<file path="src/rtl/adder_pkg.sv">
// -----------------------------------------------------------------------------
// adder_pkg
// Shared types and helpers for pipelined_block_adder.
//   DEF_DATA_WIDTH / DEF_BLOCK_WIDTH : default geometry (32 / 8).
//   num_stages()                     : pipeline depth = data width / block width.
//   op_e                             : ADD (0) / SUB (1), matches subtract_i.
//   stage_t                          : one pipeline register: valid, result
//                                      slices done so far, carry into the next
//                                      slice, signed overflow (meaningful in the
//                                      last stage), and the A/B' operands whose
//                                      upper slices are still to be summed.
// -----------------------------------------------------------------------------
package adder_pkg;

   localparam int DEF_DATA_WIDTH  = 32;
   localparam int DEF_BLOCK_WIDTH = 8;

   typedef enum logic {
      ADD = 1'b0,
      SUB = 1'b1
   } op_e;

   function automatic int num_stages(input int data_width, input int block_width);
      return data_width / block_width;
   endfunction

   // Field widths follow the default data width; the adder's DATA_WIDTH
   // parameter must equal DEF_DATA_WIDTH for this record to fit.
   typedef struct packed {
      logic                      valid;
      logic [DEF_DATA_WIDTH-1:0] sum;
      logic                      carry;
      logic                      overflow;
      logic [DEF_DATA_WIDTH-1:0] a;
      logic [DEF_DATA_WIDTH-1:0] b;
   } stage_t;

endpackage

</file>
<file path="src/rtl/pipelined_block_adder_if.sv">
// -----------------------------------------------------------------------------
// pipelined_block_adder_if
// Operand/result bus of the pipelined adder with valid/ready on both sides.
//   master : operand source / result consumer (drives valid_i, operands,
//            carry_i, subtract_i, ready_i).
//   slave  : the adder (drives ready_o, valid_o, result_o, carry_o,
//            overflow_o).
// -----------------------------------------------------------------------------
interface pipelined_block_adder_if
   import adder_pkg::*;
#(
   parameter int DATA_WIDTH = DEF_DATA_WIDTH
);

   logic                  valid_i;
   logic                  ready_o;
   logic [DATA_WIDTH-1:0] operand_A_i;
   logic [DATA_WIDTH-1:0] operand_B_i;
   logic                  carry_i;
   logic                  subtract_i;
   logic                  valid_o;
   logic                  ready_i;
   logic [DATA_WIDTH-1:0] result_o;
   logic                  carry_o;
   logic                  overflow_o;

   modport master (
      output valid_i, operand_A_i, operand_B_i, carry_i, subtract_i, ready_i,
      input  ready_o, valid_o, result_o, carry_o, overflow_o
   );

   modport slave (
      input  valid_i, operand_A_i, operand_B_i, carry_i, subtract_i, ready_i,
      output ready_o, valid_o, result_o, carry_o, overflow_o
   );

endinterface

</file>
<file path="src/rtl/adder_block_stage.sv">
// -----------------------------------------------------------------------------
// adder_block_stage
// Combinational WIDTH-bit slice adder used once per pipeline stage.
//   a_i, b_i    : operand slices (b_i already inverted for subtract)
//   carry_i     : carry into the slice LSB
//   sum_o       : slice sum
//   carry_o     : carry out of the slice MSB
//   msb_carry_o : carry into the slice MSB (for signed overflow)
// -----------------------------------------------------------------------------
module adder_block_stage #(
   parameter int WIDTH = 8
) (
   input  logic [WIDTH-1:0] a_i,
   input  logic [WIDTH-1:0] b_i,
   input  logic             carry_i,
   output logic [WIDTH-1:0] sum_o,
   output logic             carry_o,
   output logic             msb_carry_o
);

   logic [WIDTH:0] full;

   always_comb begin
      full        = {1'b0, a_i} + {1'b0, b_i} + {{WIDTH{1'b0}}, carry_i};
      sum_o       = full[WIDTH-1:0];
      carry_o     = full[WIDTH];
      // MSB sum bit is a ^ b ^ cin, so the carry entering the MSB falls out by XOR.
      msb_carry_o = full[WIDTH-1] ^ a_i[WIDTH-1] ^ b_i[WIDTH-1];
   end

endmodule

</file>
<file path="src/rtl/pipelined_block_adder.sv">
// -----------------------------------------------------------------------------
// pipelined_block_adder
// Add/subtract unit whose carry chain is cut into STAGES registered stages of
// BLOCK_WIDTH bits each; one operation per cycle, latency STAGES registers.
//   clk_i : clock, rising edge
//   rst_i : synchronous active-high reset; flushes every stage
//   bus   : pipelined_block_adder_if.slave
//           in : valid_i, operand_A_i, operand_B_i, carry_i, subtract_i, ready_i
//           out: ready_o, valid_o, result_o, carry_o, overflow_o
// result = A + (B ^ {sub}) + (carry_i ^ sub); carry_o on subtract = no borrow.
// Build option PIPELINED_ADDER_BUBBLE_COLLAPSE_EN: per-stage stall so empty
// stages are squeezed out while the output is blocked. Undefined: one global
// stall (valid_o && !ready_i) freezes every stage.
// -----------------------------------------------------------------------------
module pipelined_block_adder
   import adder_pkg::*;
#(
   parameter int DATA_WIDTH  = DEF_DATA_WIDTH,
   parameter int BLOCK_WIDTH = DEF_BLOCK_WIDTH
) (
   input  logic                   clk_i,
   input  logic                   rst_i,
   pipelined_block_adder_if.slave bus
);

   localparam int STAGES = num_stages(DATA_WIDTH, BLOCK_WIDTH);
   localparam int LAST   = STAGES - 1;

   stage_t                 pipe_q [STAGES];
   stage_t                 pipe_d [STAGES];
   stage_t                 src    [STAGES];  // what each stage's slice adder reads
   logic [BLOCK_WIDTH-1:0] blk_sum [STAGES];
   logic [STAGES-1:0]      blk_cout;
   logic [STAGES-1:0]      blk_msb_cin;
   logic [STAGES-1:0]      load_en;

   // Stage 0 reads the ports (subtract folded into B' and cin0); stage k reads
   // the record left in register k-1.
   // NOTE: every always_comb output is given a full default first, so no path
   // leaves it unassigned and no latch is inferred.
   always_comb begin
      src[0]       = '0;
      src[0].valid = bus.valid_i;
      src[0].a     = bus.operand_A_i;
      src[0].b     = (op_e'(bus.subtract_i) == SUB) ? ~bus.operand_B_i : bus.operand_B_i;
      src[0].carry = bus.carry_i ^ bus.subtract_i;
      for (int k = 1; k < STAGES; k++) begin
         src[k] = pipe_q[k-1];
      end
   end

   for (genvar k = 0; k < STAGES; k++) begin : g_stage
      adder_block_stage #(
         .WIDTH(BLOCK_WIDTH)
      ) u_blk (
         .a_i        (src[k].a[k*BLOCK_WIDTH +: BLOCK_WIDTH]),
         .b_i        (src[k].b[k*BLOCK_WIDTH +: BLOCK_WIDTH]),
         .carry_i    (src[k].carry),
         .sum_o      (blk_sum[k]),
         .carry_o    (blk_cout[k]),
         .msb_carry_o(blk_msb_cin[k])
      );
   end

   // Each stage writes its slice into the skewed result and forwards its carry.
   always_comb begin
      for (int k = 0; k < STAGES; k++) begin
         pipe_d[k]                                  = src[k];
         pipe_d[k].sum[k*BLOCK_WIDTH +: BLOCK_WIDTH] = blk_sum[k];
         pipe_d[k].carry                            = blk_cout[k];
         pipe_d[k].overflow                         = blk_msb_cin[k] ^ blk_cout[k];
      end
   end

`ifdef PIPELINED_ADDER_BUBBLE_COLLAPSE_EN
   // A stage may load when it is empty or when everything downstream of it
   // is moving; walking from the output backwards builds that chain.
   always_comb begin
      logic chain;
      chain   = bus.ready_i;
      load_en = '0;
      for (int k = LAST; k >= 0; k--) begin
         chain      = !pipe_q[k].valid || chain;
         load_en[k] = chain;
      end
   end
`else
   logic stall;

   always_comb begin
      stall   = pipe_q[LAST].valid && !bus.ready_i;
      load_en = {STAGES{!stall}};
   end
`endif

   // NOTE: state registers use non-blocking assignments so every stage samples
   // its predecessor's pre-edge value.
   // NOTE: reset clears the data fields as well as the valid bits, so the
   // result/carry/overflow outputs read zero after reset rather than stale sums.
   always_ff @(posedge clk_i) begin
      if (rst_i) begin
         for (int k = 0; k < STAGES; k++) begin
            pipe_q[k] <= '0;
         end
      end else begin
         for (int k = 0; k < STAGES; k++) begin
            if (load_en[k]) begin
               pipe_q[k] <= pipe_d[k];
            end
         end
      end
   end

   assign bus.ready_o    = load_en[0] && !rst_i;
   assign bus.valid_o    = pipe_q[LAST].valid;
   assign bus.result_o   = pipe_q[LAST].sum;
   assign bus.carry_o    = pipe_q[LAST].carry;
   assign bus.overflow_o = pipe_q[LAST].overflow;

endmodule

</file>
<file path="src/flat_wrapper.sv">
// flat-port wrapper written by rule: the top's interface ports become plain ports
module pipelined_block_adder_flat import adder_pkg::*;
#(
   parameter int DATA_WIDTH  = DEF_DATA_WIDTH,
   parameter int BLOCK_WIDTH = DEF_BLOCK_WIDTH
)
  (clk_i, rst_i, bus_valid_i, bus_operand_A_i, bus_operand_B_i, bus_carry_i, bus_subtract_i, bus_ready_i, bus_ready_o, bus_valid_o, bus_result_o, bus_carry_o, bus_overflow_o);
  pipelined_block_adder_if #(.DATA_WIDTH(DATA_WIDTH)) bus_i ();
  input  logic clk_i;
  input  logic rst_i;
  input wire logic [$bits(bus_i.valid_i)-1:0] bus_valid_i;
  input wire logic [$bits(bus_i.operand_A_i)-1:0] bus_operand_A_i;
  input wire logic [$bits(bus_i.operand_B_i)-1:0] bus_operand_B_i;
  input wire logic [$bits(bus_i.carry_i)-1:0] bus_carry_i;
  input wire logic [$bits(bus_i.subtract_i)-1:0] bus_subtract_i;
  input wire logic [$bits(bus_i.ready_i)-1:0] bus_ready_i;
  output wire logic [$bits(bus_i.ready_o)-1:0] bus_ready_o;
  output wire logic [$bits(bus_i.valid_o)-1:0] bus_valid_o;
  output wire logic [$bits(bus_i.result_o)-1:0] bus_result_o;
  output wire logic [$bits(bus_i.carry_o)-1:0] bus_carry_o;
  output wire logic [$bits(bus_i.overflow_o)-1:0] bus_overflow_o;
  assign bus_i.valid_i = bus_valid_i;
  assign bus_i.operand_A_i = bus_operand_A_i;
  assign bus_i.operand_B_i = bus_operand_B_i;
  assign bus_i.carry_i = bus_carry_i;
  assign bus_i.subtract_i = bus_subtract_i;
  assign bus_i.ready_i = bus_ready_i;
  assign bus_ready_o = bus_i.ready_o;
  assign bus_valid_o = bus_i.valid_o;
  assign bus_result_o = bus_i.result_o;
  assign bus_carry_o = bus_i.carry_o;
  assign bus_overflow_o = bus_i.overflow_o;
  pipelined_block_adder #(.DATA_WIDTH(DATA_WIDTH), .BLOCK_WIDTH(BLOCK_WIDTH)) u_core (.clk_i(clk_i), .rst_i(rst_i), .bus(bus_i));
endmodule
</file>
<file path="config.mk">
export PLATFORM = sky130hd
export DESIGN_NAME = pipelined_block_adder_flat
export DESIGN_NICKNAME = d
export VERILOG_FILES = /design/src/rtl/adder_pkg.sv /design/src/rtl/pipelined_block_adder_if.sv /design/src/rtl/adder_block_stage.sv /design/src/rtl/pipelined_block_adder.sv /design/src/flat_wrapper.sv
export SDC_FILE = /design/constraint.sdc
export NUM_CORES = 1
export LEC_CHECK = 0
export ABC_CLOCK_PERIOD_IN_PS = 7600
export CORE_MARGIN = 2
export CORE_UTILIZATION = 57
export DETAILED_ROUTE_END_ITERATION = 10
export HOLD_SLACK_MARGIN = 0.02
export PLACE_DENSITY = 0.91
export SLEW_MARGIN = 25
export SYNTH_ARGS = -nofsm -noshare
export SYNTH_HDL_FRONTEND = slang
export SYNTH_HIERARCHICAL = 1
export SYNTH_SLANG_ARGS = --single-unit
</file>
<file path="constraint.sdc">
create_clock -name clk_i -period 7.6 [get_ports clk_i]
set_input_delay 1.14 -clock clk_i [delete_from_list [all_inputs] [get_ports clk_i]]
set_output_delay 1.14 -clock clk_i [all_outputs]
set_load 0.1 [all_outputs]
</file>
# Yosys cells after proc, flatten, opt, wreduce, memory -nomap -nowiden
# Memories as Yosys holds them, arrays and structs flattened.
# Index checks and enable logic that the tools add are counted.
dict set report totals {
  elab_cells 42
  mem_bits_rw 396
  register_bits 0
  mem_count 1
  output_inout_bits 36
  in_bits 70
}
dict set report op_classes {
  bitwise 18
  add_sub_neg 8
  n_mux 10
  n_reduce_logical 5
}
# memory words width read_ports rd_ports_with_merged_regs write_ports line
set mem_list {}
lappend mem_list {u_core.pipe_q 4 99 4 0 4 pipelined_block_adder.sv:29} ;# stage_t pipe_q [STAGES];
# op count
set op_table {}
lappend op_table {{$mux W99} 4}
lappend op_table {{$add A8 B8 Y9} 4}
lappend op_table {{$add A9 B1 Y9} 4}
lappend op_table {{$mux W32} 1}
lappend op_table {{$not A32 Y32} 1}
lappend op_table {{$xor A1 B1 Y1} 13}
lappend op_table {{$mux W1} 5}
lappend op_table {{$or A1 B1 Y1} 4}
lappend op_table {{$logic_not A1 Y1} 3}
lappend op_table {{$logic_and A1 B1 Y1} 2}

# Logic depth before layout (Yosys ltp)
# Gate-level depths: netlist of run 1.
dict set report depth {
  ltp_word 8
  depth_mapped 10
  mapped_depth_nobuf 8
}

# Modules after synthesis
# The synthesis of run 1 kept the hierarchy.
# module seq_area_each_um2 n_inst cells_each area_each_um2
set modules_own_cells {}
lappend modules_own_cells {pipelined_block_adder 5555.3 1 453 8182.8}
lappend modules_own_cells {{adder_block_stage (u_core.g_stage[1].u_blk ...)} 0.0 3 44 376.6}
lappend modules_own_cells {{adder_block_stage (u_core.g_stage[0].u_blk)} 0.0 1 42 372.9}

# Least setup slack after synthesis of run 1
# OpenSTA, ideal clock, no wires.
dict set report synth_timing {
  path_type {in2reg}
  startpoint {input rst_i}
  endpoint {memory u_core/pipe_q[0][10] in the netlist's numbering (enable)}
  path_stages 3
  setup_ns 0.579
  arrival_ns 5.969
  n_path_buf 2
  slack_ns 1.053
  required_time_ns 7.021
  cell_sequence {buf_2 > buf_2 > nand2b_1}
}
# element line
set synth_rtl {}
lappend synth_rtl {{from (decl)} flat_wrapper.sv:10} ;# input logic rst_i;
lappend synth_rtl {{to (decl)} pipelined_block_adder.sv:29}

# Final worst setup path of run 1
dict set report layout_timing {
  startpoint {input rst_i}
  endpoint {output bus_ready_o}
}
dict set report layout_via {
  elab_chain_len 2
}
# element line
set layout_rtl {}
lappend layout_rtl {{$logic_not A1 Y1} pipelined_block_adder.sv:114} ;# assign bus.ready_o = load_en[0] && !rst_i;
lappend layout_rtl {{$logic_and A1 B1 Y1} pipelined_block_adder.sv:114}
lappend layout_rtl {{to (decl)} flat_wrapper.sv:17} ;# output wire logic [$bits(bus_i.ready_o)-1:0] bus_ready_o;
# No other way between the ends.

==> results of run 1 <==
[worst max-delay path, stage by stage]
cell             delay (ns)
clkbuf_8               0.44
nor2_1                 0.23
clkdlybuf4s50_1        1.15
[area by class of cell]
type | instances | area (sq um) | share of cell area
Tap cell | 220 | 275 | 0.0246
Clock buffer | 20 | 437 | 0.0390
Inverter | 12 | 45.0 | 0.00402
Timing Repair Buffer | 110 | 1120 | 0.100
Multi-Input combinational cell | 378 | 3660 | 0.327
Clock inverter | 11 | 106 | 0.00949
Sequential cell | 185 | 5560 | 0.496
[worst max-delay path by stage]
stage,start,endpoint,slack [ns],cells after the start
global route,rst_i,u_core/pipe_q[3][68]$_SDFFCE_PN0P_,3.25,4
floorplan,rst_i,u_core/pipe_q[0][10]$_SDFFCE_PN0P_,1.05,3
finish,rst_i,bus_ready_o,3.45,3
detailed placement,rst_i,u_core/pipe_q[3][64]$_SDFFCE_PN0P_,3.02,4
global placement,rst_i,u_core/pipe_q[1][31]$_SDFFCE_PN0P_,3.14,4
CTS,rst_i,bus_ready_o,3.46,3
[power groups by stage]
stage / clock network [mW] / registers, mW / logic (mW)
floorplan: 0 / 1.33 / 0.214
global placement: 0 / 1.25 / 0.377
detailed placement: 0 / 1.25 / 0.393
CTS: 0.831 / 1.23 / 0.398
global route: 0.871 / 1.24 / 0.425
finish: 0.818 / 1.23 / 0.399
[metal layers]
metal  share of wire  up-vias  GRT usage
met4           0.022        0     0.0857
met3           0.032       30     0.0331
li1                -     2521          -
met1            0.40     2561      0.233
met5               0        -          0
met2            0.54      143      0.336
[stage by stage]
step	hold slack [ns]	cell area [sq um]	total power, mW
6_report	0.559	11200	2.45
5_1_grt	0.594	11200	2.54
4_1_cts	0.567	11200	2.46
3_5_place_dp	0.550	10600	1.65
3_3_place_gp	0.542	10600	1.63
2_1_floorplan	0.537	9590	1.54
==> results.tsv, run 1 <==
stage	metric	value	unit
synthesis	Synth warnings	6	
grt	largest net degree at the start of global routing	186	
cells_and_area	fin nets	810	
pwr	power share of the clock group	0.334	
pwr	switching power of the nets	0.595	mW
job	max cap viols	0	
clocking	CTS H-tree lvls	4	
timing	fin crit share	0.546	
die	Die Width	134	um
worst_setup_path	critical path endpoint category	output port	
timing	worst setup slack after layout	3.45	ns
routing	via/cell ratio	5.61	
timing	final-report hold violation count	0	
die	Die H	134	um
worst_setup_path	CP Data Arrival Time	3.01	ns
hold_path	worst hold path type	flip-flop to flip-flop	
cells_and_area	P&R area growth vs syn	16.8	%
timing	Setup Viol. Count Final	0	
worst_setup_path	critical path class	primary input to output port	
pwr	VDD IR-drop max	168	uV
cells_and_area	register bank with the most flops	u_core/pipe_q	
die	row cnt	47	
cells_and_area	number of flip-flops in the largest register	185	
worst_setup_path	CP Data Required Time	6.46	ns
worst_setup_path	Crit Path Max Fanout	107	
routing	# DRC	0	
routing	drt first pass iters	5	
pwr	Reg power frac	0.503	
cells_and_area	most common cell after layout, fill and taps aside	edfxtp_1	
worst_setup_path	Critical R2R Capture	u_core/pipe_q[2][29]$_SDFFCE_PN0P_	
grt	initial antenna violation count	0	
timing	Slew @ Worst Pin	1.00	ns
clocking	Clock Path Buffers	2	
cells_and_area	most frequent cells in the layout	edfxtp_1 (185), nor3b_2 (110), clkdlybuf4s50_1 (103)	
worst_setup_path	crit start category	primary input	
place	placed cell count	904	
routing	via count	5255	
clocking	Worst-Skew Late Latency	0.42	ns
timing	total negative slack	0	ns
timing	Final Skew	0.00751	ns
pwr	P_int	1.86	mW
place	DP Wirelength	10.1	mm
routing	routed len/inst	17.5	um
grt	first-pass GRT wire length	26.7	mm
hold_path	hold_sp	u_core/pipe_q[0][60]$_SDFFCE_PN0P_	
place	RePlAce Congestion	0.847	
clocking	cts hold-fix bufs	0	
timing	unrepaired setup endpoints after global routing	no	
grt	Tot GR Track Use	0.192	
place	Port Buffer Count	105	
pwr	Sw Ratio	0.243	
pwr	P_leak	4.27	nW
clocking	Num CTS Buffers	17	
pwr	Gate power share	0.163	
cells_and_area	Post-Route Utilization	0.678	
worst_setup_path	flop-to-flop setup slack	4.58	ns
clocking	Post-CTS Setup Bufs	0	
clocking	TritonCTS Sinks	185	
cells_and_area	n_diodes	0	
cells_and_area	fraction of layout cells with a size suffix above 1	0.253	
timing	maximum clock frequency	0.241	GHz
outcome	status	finished clean	
cells_and_area	Top Registers	u_core/pipe_q x185	
clocking	PostCTS Resize Cnt	0	
synthesis	syn_area_per_cell	15.4	sq um
clocking	CTS tree	done	
grt	total gr overflow	0	
clocking	root buffer cell	clkbuf_16	
die	Std-Cell Core Area	16500	sq um
worst_setup_path	Reg2Reg Depth	4	
cells_and_area	fin cells	936	
cells_and_area	Filler cells	1050	
synthesis	Synth Instances	621	
synthesis	Synth Cell Area	9590	sq um
routing	number of DRC markers in iteration 0	380	
timing	Slew Limit Fails	0	
hold_path	WHS Endpoint	u_core/pipe_q[1][60]$_SDFFCE_PN0P_	
clocking	Clock Pin Slew Worst Setup and Hold Paths	0.06	ns
hold_path	hold path depth	1	
die	Initial Util	0.580	
worst_setup_path	worst reg2reg startpoint	u_core/pipe_q[3][98]$_SDFFCE_PN0P_	
place	pre-CTS WS	3.02	ns
pwr	PwrDens	219	nW/um^2
timing	crit path time final	4.15	ns
synthesis	Post-Syn Nets	727	
routing	final WL	16.4	mm
timing	slew margin rel.	0.329	
die	# IOs	106	
grt	vias in the first global route	5392	
die	Die ar.	17900	sq um
routing	antenna-violating nets left	0	
Note: power is estimated with default switching activity, not from simulation.
==> run 2: changes to the inputs <==
ABC_CLOCK_PERIOD_IN_PS = 3950   (was 7600)
clock period = 3.95 ns   (was 7.6 ns; I/O delays follow)
==> run 2 against run 1 <==
  * Power rose by 94%
  * Sequential share of layout area fell by 0.25 points
  * Sequential cell count did not move
  * Clock skew barely moved
  * Combinational power rose by 92%
  * Highest routed layer unchanged
==> results.tsv, run 2 (same netlist as run 1, synthesis figures left out) <==
stage	metric	value	unit	change
clocking	CTS tree	done		unchanged
grt	vias in the first global route	5421		was 5392
routing	antenna-violating nets left	0		unchanged
clocking	cts hold-fix bufs	0		unchanged
pwr	Reg power frac	0.499		was 0.503
place	DP Wirelength	10.0	mm	was 10.1 mm
pwr	Gate power share	0.161		was 0.163
cells_and_area	P&R area growth vs syn	17.4	%	was 16.8%
cells_and_area	Top Registers	u_core/pipe_q x185		unchanged
routing	via/cell ratio	5.68		was 5.61
die	row cnt	47		unchanged
worst_setup_path	Crit Path Max Fanout	4		was 107
cells_and_area	Filler cells	1085		was 1050
pwr	VDD IR-drop max	368	uV	was 168 uV
place	placed inst area	10700	sq um	was 10600 sq um
cells_and_area	n_diodes	0		unchanged
die	Die H	134	um	unchanged
grt	total gr overflow	0		unchanged
clocking	Clock Pin Slew Worst Setup and Hold Paths	0.07	ns	was 0.06 ns
clocking	CTS H-tree lvls	4		unchanged
worst_setup_path	worst reg2reg startpoint	u_core/pipe_q[1][48]$_SDFFCE_PN0P_		was u_core/pipe_q[3][98]$_SDFFCE_PN0P_
die	Die Width	134	um	unchanged
routing	number of DRC markers in iteration 0	426		was 380
timing	unrepaired setup endpoints after global routing	no		unchanged
cells_and_area	fraction of layout cells with a size suffix above 1	0.260		was 0.253
place	Port Buffer Count	105		unchanged
die	Die ar.	17900	sq um	unchanged
timing	total negative slack	0	ns	unchanged
hold_path	hold_sp	u_core/pipe_q[2][84]$_SDFFCE_PN0P_		was u_core/pipe_q[0][60]$_SDFFCE_PN0P_
die	Std-Cell Core Area	16500	sq um	unchanged
clocking	Clock Path Buffers	2		unchanged
timing	crit path time final	2.89	ns	
timing	slew margin rel.	0.267		was 0.329
routing	routed len/inst	17.7	um	was 17.5 um
grt	Tot GR Track Use	0.193		was 0.192
pwr	P_int	3.57	mW	was 1.86 mW
hold_path	worst hold path type	flip-flop to flip-flop		unchanged
worst_setup_path	critical path class	primary input to flip-flop		was primary input to output port
die	# IOs	106		unchanged
timing	fin crit share	0.731		
clocking	Num CTS Buffers	17		unchanged
timing	Slew Limit Fails	0		unchanged
clocking	PostCTS Resize Cnt	0		unchanged
pwr	P_leak	4.29	nW	was 4.27 nW
grt	first-pass GRT wire length	27.0	mm	was 26.7 mm
place	RePlAce Congestion	0.830		was 0.847
routing	drt first pass iters	5		unchanged
cells_and_area	Finished Cell Area	11300	sq um	was 11200 sq um
pwr	Sw Ratio	0.247		was 0.243
clocking	root buffer cell	clkbuf_16		unchanged
worst_setup_path	critical path endpoint category	flip-flop		was output port
worst_setup_path	crit start category	primary input		unchanged
timing	Final Skew	0.00766	ns	was 0.00751 ns
clocking	TritonCTS Sinks	185		unchanged
grt	initial antenna violation count	0		unchanged
cells_and_area	multi-input gate area in the final layout	3660	sq um	unchanged
worst_setup_path	CP Data Arrival Time	3.03	ns	was 3.01 ns
worst_setup_path	launch point of the worst path	bus_operand_B_i[0]		was rst_i
worst_setup_path	CP Data Required Time	4.09	ns	was 6.46 ns
pwr	power share of the clock group	0.339		was 0.334
grt	largest net degree at the start of global routing	186		unchanged
clocking	Worst-Skew Late Latency	0.42	ns	about the same
routing	final WL	16.7	mm	was 16.4 mm
cells_and_area	number of flip-flops in the largest register	185		unchanged
cells_and_area	most common cell after layout, fill and taps aside	edfxtp_1		unchanged
cells_and_area	most frequent cells in the layout	edfxtp_1 (185), nor3b_2 (110), clkdlybuf4s50_1 (102)		was edfxtp_1 (185), nor3b_2 (110), clkdlybuf4s50_1 (103)
timing	Slew @ Worst Pin	1.10	ns	was 1.00 ns
die	Initial Util	0.580		unchanged
routing	via count	5337		was 5255
cells_and_area	fin nets	813		was 810
timing	Setup Viol. Count Final	0		unchanged
pwr	PwrDens	422	nW/um^2	was 219 nW/um^2
timing	final-report hold violation count	0		unchanged
cells_and_area	sequential cell area	5560	sq um	unchanged
cells_and_area	register bank with the most flops	u_core/pipe_q		unchanged
pwr	switching power of the nets	1.17	mW	was 0.595 mW
outcome	status	finished clean		unchanged
job	max cap viols	0		unchanged
timing	maximum clock frequency	0.346	GHz	
clocking	Post-CTS Setup Bufs	0		unchanged
routing	# DRC	0		unchanged
-- run 2: critical path: stages --
cell and delay (ns):
clkdlybuf4s50_1 0.42, xor2_1 0.16, fa_1 0.47, fa_1 0.43, a21o_2 0.21, a21oi_2 0.23, o211ai_1 0.11, a31o_2 0.24
nor3b_2 0.15
-- run 2: cell type report --
type / count / area share
flip-flops and latches: 185 / 0.493
multi-input cells: 378 / 0.325
inverters: 12 / 0.00400
clock buffers: 17 / 0.0378
well taps: 220 / 0.0244
repair buffers: 113 / 0.103
clock inverters: 14 / 0.0118
-- run 2: worst paths after layout --
kind	endpoint	slack, ns	depth (start not counted)
setup reg to reg	u_core/pipe_q[2][65]$_SDFFCE_PN0P_	1.16	7
setup / recovery	u_core/pipe_q[0][65]$_SDFFCE_PN0P_	1.06	9
hold reg to reg	u_core/pipe_q[3][84]$_SDFFCE_PN0P_	0.57	1
hold / removal	u_core/pipe_q[3][84]$_SDFFCE_PN0P_	0.57	1
-- run 2: metal layers --
metal / global-route usage / vias up / routed length [um]
met2: 0.324 / 152 / 8750
met1: 0.248 / 2629 / 7040
met5: 0 / - / 0
met4: 0.0839 / 0 / 314
met3: 0.0354 / 23 / 545
li1: - / 2533 / -
-- run 2: power by group through the flow --
| stage | Sequential (mW) | Clock (mW) | Combinational (mW) |
|---|---|---|---|
| after floorplan | 2.56 | 0 | 0.411 |
| after global placement | 2.40 | 0 | 0.726 |
| after detailed placement | 2.41 | 0 | 0.756 |
| after CTS | 2.37 | 1.64 | 0.765 |
| after global routing | 2.38 | 1.71 | 0.820 |
| final | 2.37 | 1.61 | 0.766 |
-- run 2: per-stage QoR --
step / std cells / hold slack (ns) / power (mW) / setup WS (ns) / utilization
after floorplan: 621 / 0.537 / 2.97 / 0.643 / -
after global placement: 907 / 0.543 / 3.13 / 0.713 / 0.646
after detailed placement: 907 / 0.546 / 3.16 / 0.628 / 0.646
after CTS: 938 / 0.568 / 4.78 / 1.08 / 0.680
after global routing: 939 / 0.577 / 4.92 / 0.996 / 0.682
final: 939 / 0.565 / 4.75 / 1.06 / 0.682
==> variant 1 (flow settings as in run 2) <==
Build with the macro `PIPELINED_ADDER_BUBBLE_COLLAPSE_EN` defined.
--- a/src/rtl/pipelined_block_adder.sv
+++ b/src/rtl/pipelined_block_adder.sv
@@ -12,6 +12,8 @@
 // stages are squeezed out while the output is blocked. Undefined: one global
 // stall (valid_o && !ready_i) freezes every stage.
 // -----------------------------------------------------------------------------
+`define PIPELINED_ADDER_BUBBLE_COLLAPSE_EN
+
 module pipelined_block_adder
    import adder_pkg::*;
 #(
Formal check against the unedited RTL: not equivalent (a bounded check fails within 10 cycles, from zero or initial values).
==> variant 1 against run 2 <==
Largest cell class unchanged. Largest power group unchanged. Synthesized area down 2.1%. Wire length down 3.9%. Sequential cell count unchanged. First-iteration DRC count up 13%. Critical path type unchanged. Cell area down 4.0%. Critical endpoint unchanged. Worst setup slack better by 0.033 ns. Die area down 2.0%. Power down 6.0%.
==> variant 1: results (changes against run 2) <==
| Metric | Value |
|---|---|
| Combinational Power Share | 14.2% (-1.9 points) |
| Clkbuf count | 20 (+3) |
| Worst-path maximum fanout | 4 (unchanged) |
| Routing usage on met3 | 3.38% (-0.16 points) |
| Worst-path clk slew | ~0.06 ns |
| Initial antenna violation count | 0 (unchanged) |
| Routing usage on met1 | 25.3% (+0.54 points) |
| Sink Count | 185 (unchanged) |
| Post-Layout Inst Area | 10,800 um2 (-4.0%) |
| GP Congestion | 0.786 (-5.3%) |
| Bufs w/o clock | 116 (+2.7%) |
| DRT iter0 DRCs | 483 (+13%) |
| Met1 WL | 7030 um (-0.16%) |
| Post-DP Area | 10,300 um2 (-3.6%) |
| Vias in the first global route | 5,237 (-3.4%) |
| Fill count | 1,048 (-3.4%) |
| Vias/cell | 5.71 (+0.40%) |
| VDD IR-drop max | 0.251 mV (-32%) |
| Met2 Resource Use GR | 30.2% (-2.2 points) |
| Syn Std Cell Area | 9390 um2 (-2.1%) |
| Share of layout cells above drive strength 1 | 9.33% (-17 points) |
| Synthesized area per cell | 13.4 um2 (-13%) |
| Register area | 5560 um2 (unchanged) |
| Setup bufs post-CTS | 0 (unchanged) |
| Inst Count DP | 947 (+4.4%) |
| Vias | 5,575 (+4.5%) |
| CTS HTree Levels | 4 (unchanged) |
| Clk buf depth | 2 (unchanged) |
| Ys Warns | 6 (unchanged) |
| Worst min path class | flop to flop |
| Least-Margin Pin Slew | 0.980 ns (-0.116 ns) |
| Global-route wire length before repair | 26,200 um (-2.8%) |
| Internal power | 0.00342 W (-4.4%) |
| DR WL met2 | 7870 um (-10%) |
| DP HPWL | 10,700 um (+6.1%) |
| Worst hold path depth | 1 (unchanged) |
| Wire length per cell | 16.4 um (-7.6%) |
| Sw Ratio | 23.5% (-1.3 points) |
| DR top layer | met4 |
| Largest net degree at the start of global routing | 109 (-41%) |
| Arrival time at the worst endpoint | 3.00 ns (-0.03 ns) |
| WL met3 | 922 um (+69%) |
| I/O Buffers | 105 (unchanged) |
| Clk cell area share | 4.78% (-0.18 points) |
| # diodes | 0 (unchanged) |
| Worst R2R Path Depth | 7 (unchanged) |
| Worst slack, placed | 0.669 ns (+0.0411 ns) |
| Pleak | 4.07 nW (-5.1%) |
| DR pass1 iterations | 5 (unchanged) |
| Multi-input combinational area share | 30.4% (-2.2 points) |
| Syn Nets | 806 (+11%) |
| Invs w/o clock | 13 (+1) |
| Layout non-clock buf frac | 10.5% (+0.16 points) |
| Clock Skews | 0.00712 ns (-0.000541 ns) |
| Comb_multi_in | 417 (+10%) |
| Total GRT Usage | 18.5% (-0.79 points) |
| Status | finished clean |
| Register share of total power | 52.3% (+2.4 points) |
| Nets | 856 (+5.3%) |
[variant 1: path summary, 6_finish.rpt]
kind | startpoint | to | slack, ns
worst max-delay path | bus_operand_B_i[0] | u_core/pipe_q[0][65]$_SDFFCE_PN0P_ | 1.09
worst max register to register | u_core/pipe_q[0][123]$_SDFFCE_PN0P_ | u_core/pipe_q[0][239]$_SDFFCE_PN0P_ | 1.16
worst min register to register | u_core/pipe_q[0][143]$_SDFFCE_PN0P_ | u_core/pipe_q[0][242]$_SDFFCE_PN0P_ | 0.61
worst min-delay path | u_core/pipe_q[0][143]$_SDFFCE_PN0P_ | u_core/pipe_q[0][242]$_SDFFCE_PN0P_ | 0.61
[variant 1: worst max-delay path, stage by stage]
cell and delay [ns]:
clkdlybuf4s50_1 0.41, xor2_1 0.16, fa_1 0.48, fa_1 0.43
a21o_2 0.21, a21oi_2 0.20, o211ai_1 0.13, a31o_2 0.26
nand2b_1 0.08, a21oi_2 0.04
==> variant 2 (flow settings as in run 2) <==
Without the edit above. Register the output `bus.overflow_o`, without a reset; this adds one clock of latency there.
--- a/src/rtl/pipelined_block_adder.sv
+++ b/src/rtl/pipelined_block_adder.sv
@@ -115,7 +115,9 @@
    assign bus.valid_o    = pipe_q[LAST].valid;
    assign bus.result_o   = pipe_q[LAST].sum;
    assign bus.carry_o    = pipe_q[LAST].carry;
-   assign bus.overflow_o = pipe_q[LAST].overflow;
+   always_ff @(posedge clk_i) begin
+      bus.overflow_o <= pipe_q[LAST].overflow;
+   end
 
 endmodule
 
Check against the original RTL: not equivalent (a bounded check fails within 10 cycles, from zero or initial values).
==> variant 2 against run 2 <==
First-iteration DRC count grew 37%. Worst setup slack lost 0.031 ns. Global-route usage grew 0.12 points. Synthesized area grew 2.7%. Wire length grew 3.2%. Clock skew grew 0.0042 ns. Power shrank 2.3%. Combinational power grew 1%. Sequential share of layout area grew 0.32 points. Non-clock buffer count grew 1. Cell area shrank 0.29%. Sequential cell count grew 1. Utilization shrank 2.5 points. Critical endpoint unchanged. Highest routed layer unchanged.
==> variant 2: results (changes against run 2) <==
| Metric | Value |
|---|---|
| Wire length per cell | 18.2 um (+2.5%) |
| Worst slack, placed | 0.616 ns (-0.0121 ns) |
| Pleak | 4.27 nW (-0.41%) |
| Reg2reg start | u_core/pipe_q[2][56]$_SDFFCE_PN0P_ |
| DP HPWL | 10,200 um (+1.7%) |
| GP Congestion | 0.866 (+4.4%) |
| Clk pwr share | 31.9% (-2.0 points) |
| Worst hold path startpoint | u_core/pipe_q[3][64]$_SDFFCE_PN0P_ |
| Global-route wire length before repair | 27,400 um (+1.4%) |
| R2R Setup Slk | 1.14 ns (-0.02 ns) |
| Net Switching | 0.00119 W (+1.2%) |
| Hold endpoint | u_core/bus.overflow_o$_DFF_P_ |
| Fmax | 0.343 GHz (-1.1%) |
| Worst R2R Path Depth | 8 (+1) |
| Status | finished clean |
| DRT iter0 DRCs | 584 (+37%) |
| Share of layout cells above drive strength 1 | 25.4% (-0.59 points) |
| Biggest regs | u_core/pipe_q x185, u_core/bus.overflow_o x1 |
| Syn Inst Count | 654 (+5.3%) |
| Inst Count DP | 914 (+0.77%) |
| Worst reg2reg endpoint | u_core/pipe_q[3][64]$_SDFFCE_PN0P_ |
| Vias/cell | 5.68 (about the same) |
| Arrival time at the worst endpoint | 3.07 ns (+0.04 ns) |
| VDD IR-drop max | 0.359 mV (-2.4%) |
| Worst hold path depth | 0 (-1) |
| Max_slew headroom | 30.5% (+3.7 points) |
| Cell Pwr Density | 413 nW/um2 (-2.0%) |
| Largest net degree at the start of global routing | 187 (+0.54%) |
| Vias in the first global route | 5,397 (-0.44%) |
| Clock Skews | 0.0119 ns (+0.00419 ns) |
-- variant 2: metal layers --
metal | vias to the layer above | wire (um) | GRT usage, %
met4 | 0 | 525 | 8.10
met2 | 158 | 8960 | 32.5
met5 | - | 0 | 0
met1 | 2639 | 6890 | 24.5
li1 | 2529 | - | -
met3 | 45 | 806 | 4.56
-- variant 2: how the worst max path moves through the flow --
stage / end / cells past startpoint
after global routing: u_core/pipe_q[0][65]$_SDFFCE_PN0P_ / 9
after floorplan: bus_ready_o / 5
after CTS: u_core/pipe_q[0][65]$_SDFFCE_PN0P_ / 9
after global placement: u_core/pipe_q[0][65]$_SDFFCE_PN0P_ / 9
after detailed placement: u_core/pipe_q[0][65]$_SDFFCE_PN0P_ / 9
final: u_core/pipe_q[0][65]$_SDFFCE_PN0P_ / 9
-- variant 2: final cells by class --
cell class              count  area [um2]
well taps                 225         282
fillers                  1120        5890
clock buffers              19         433
flip-flops and latches    186        5580
multi-input cells         378        3660
clock inverters            11        58.8
inverters                  12        45.0
repair buffers            114        1170
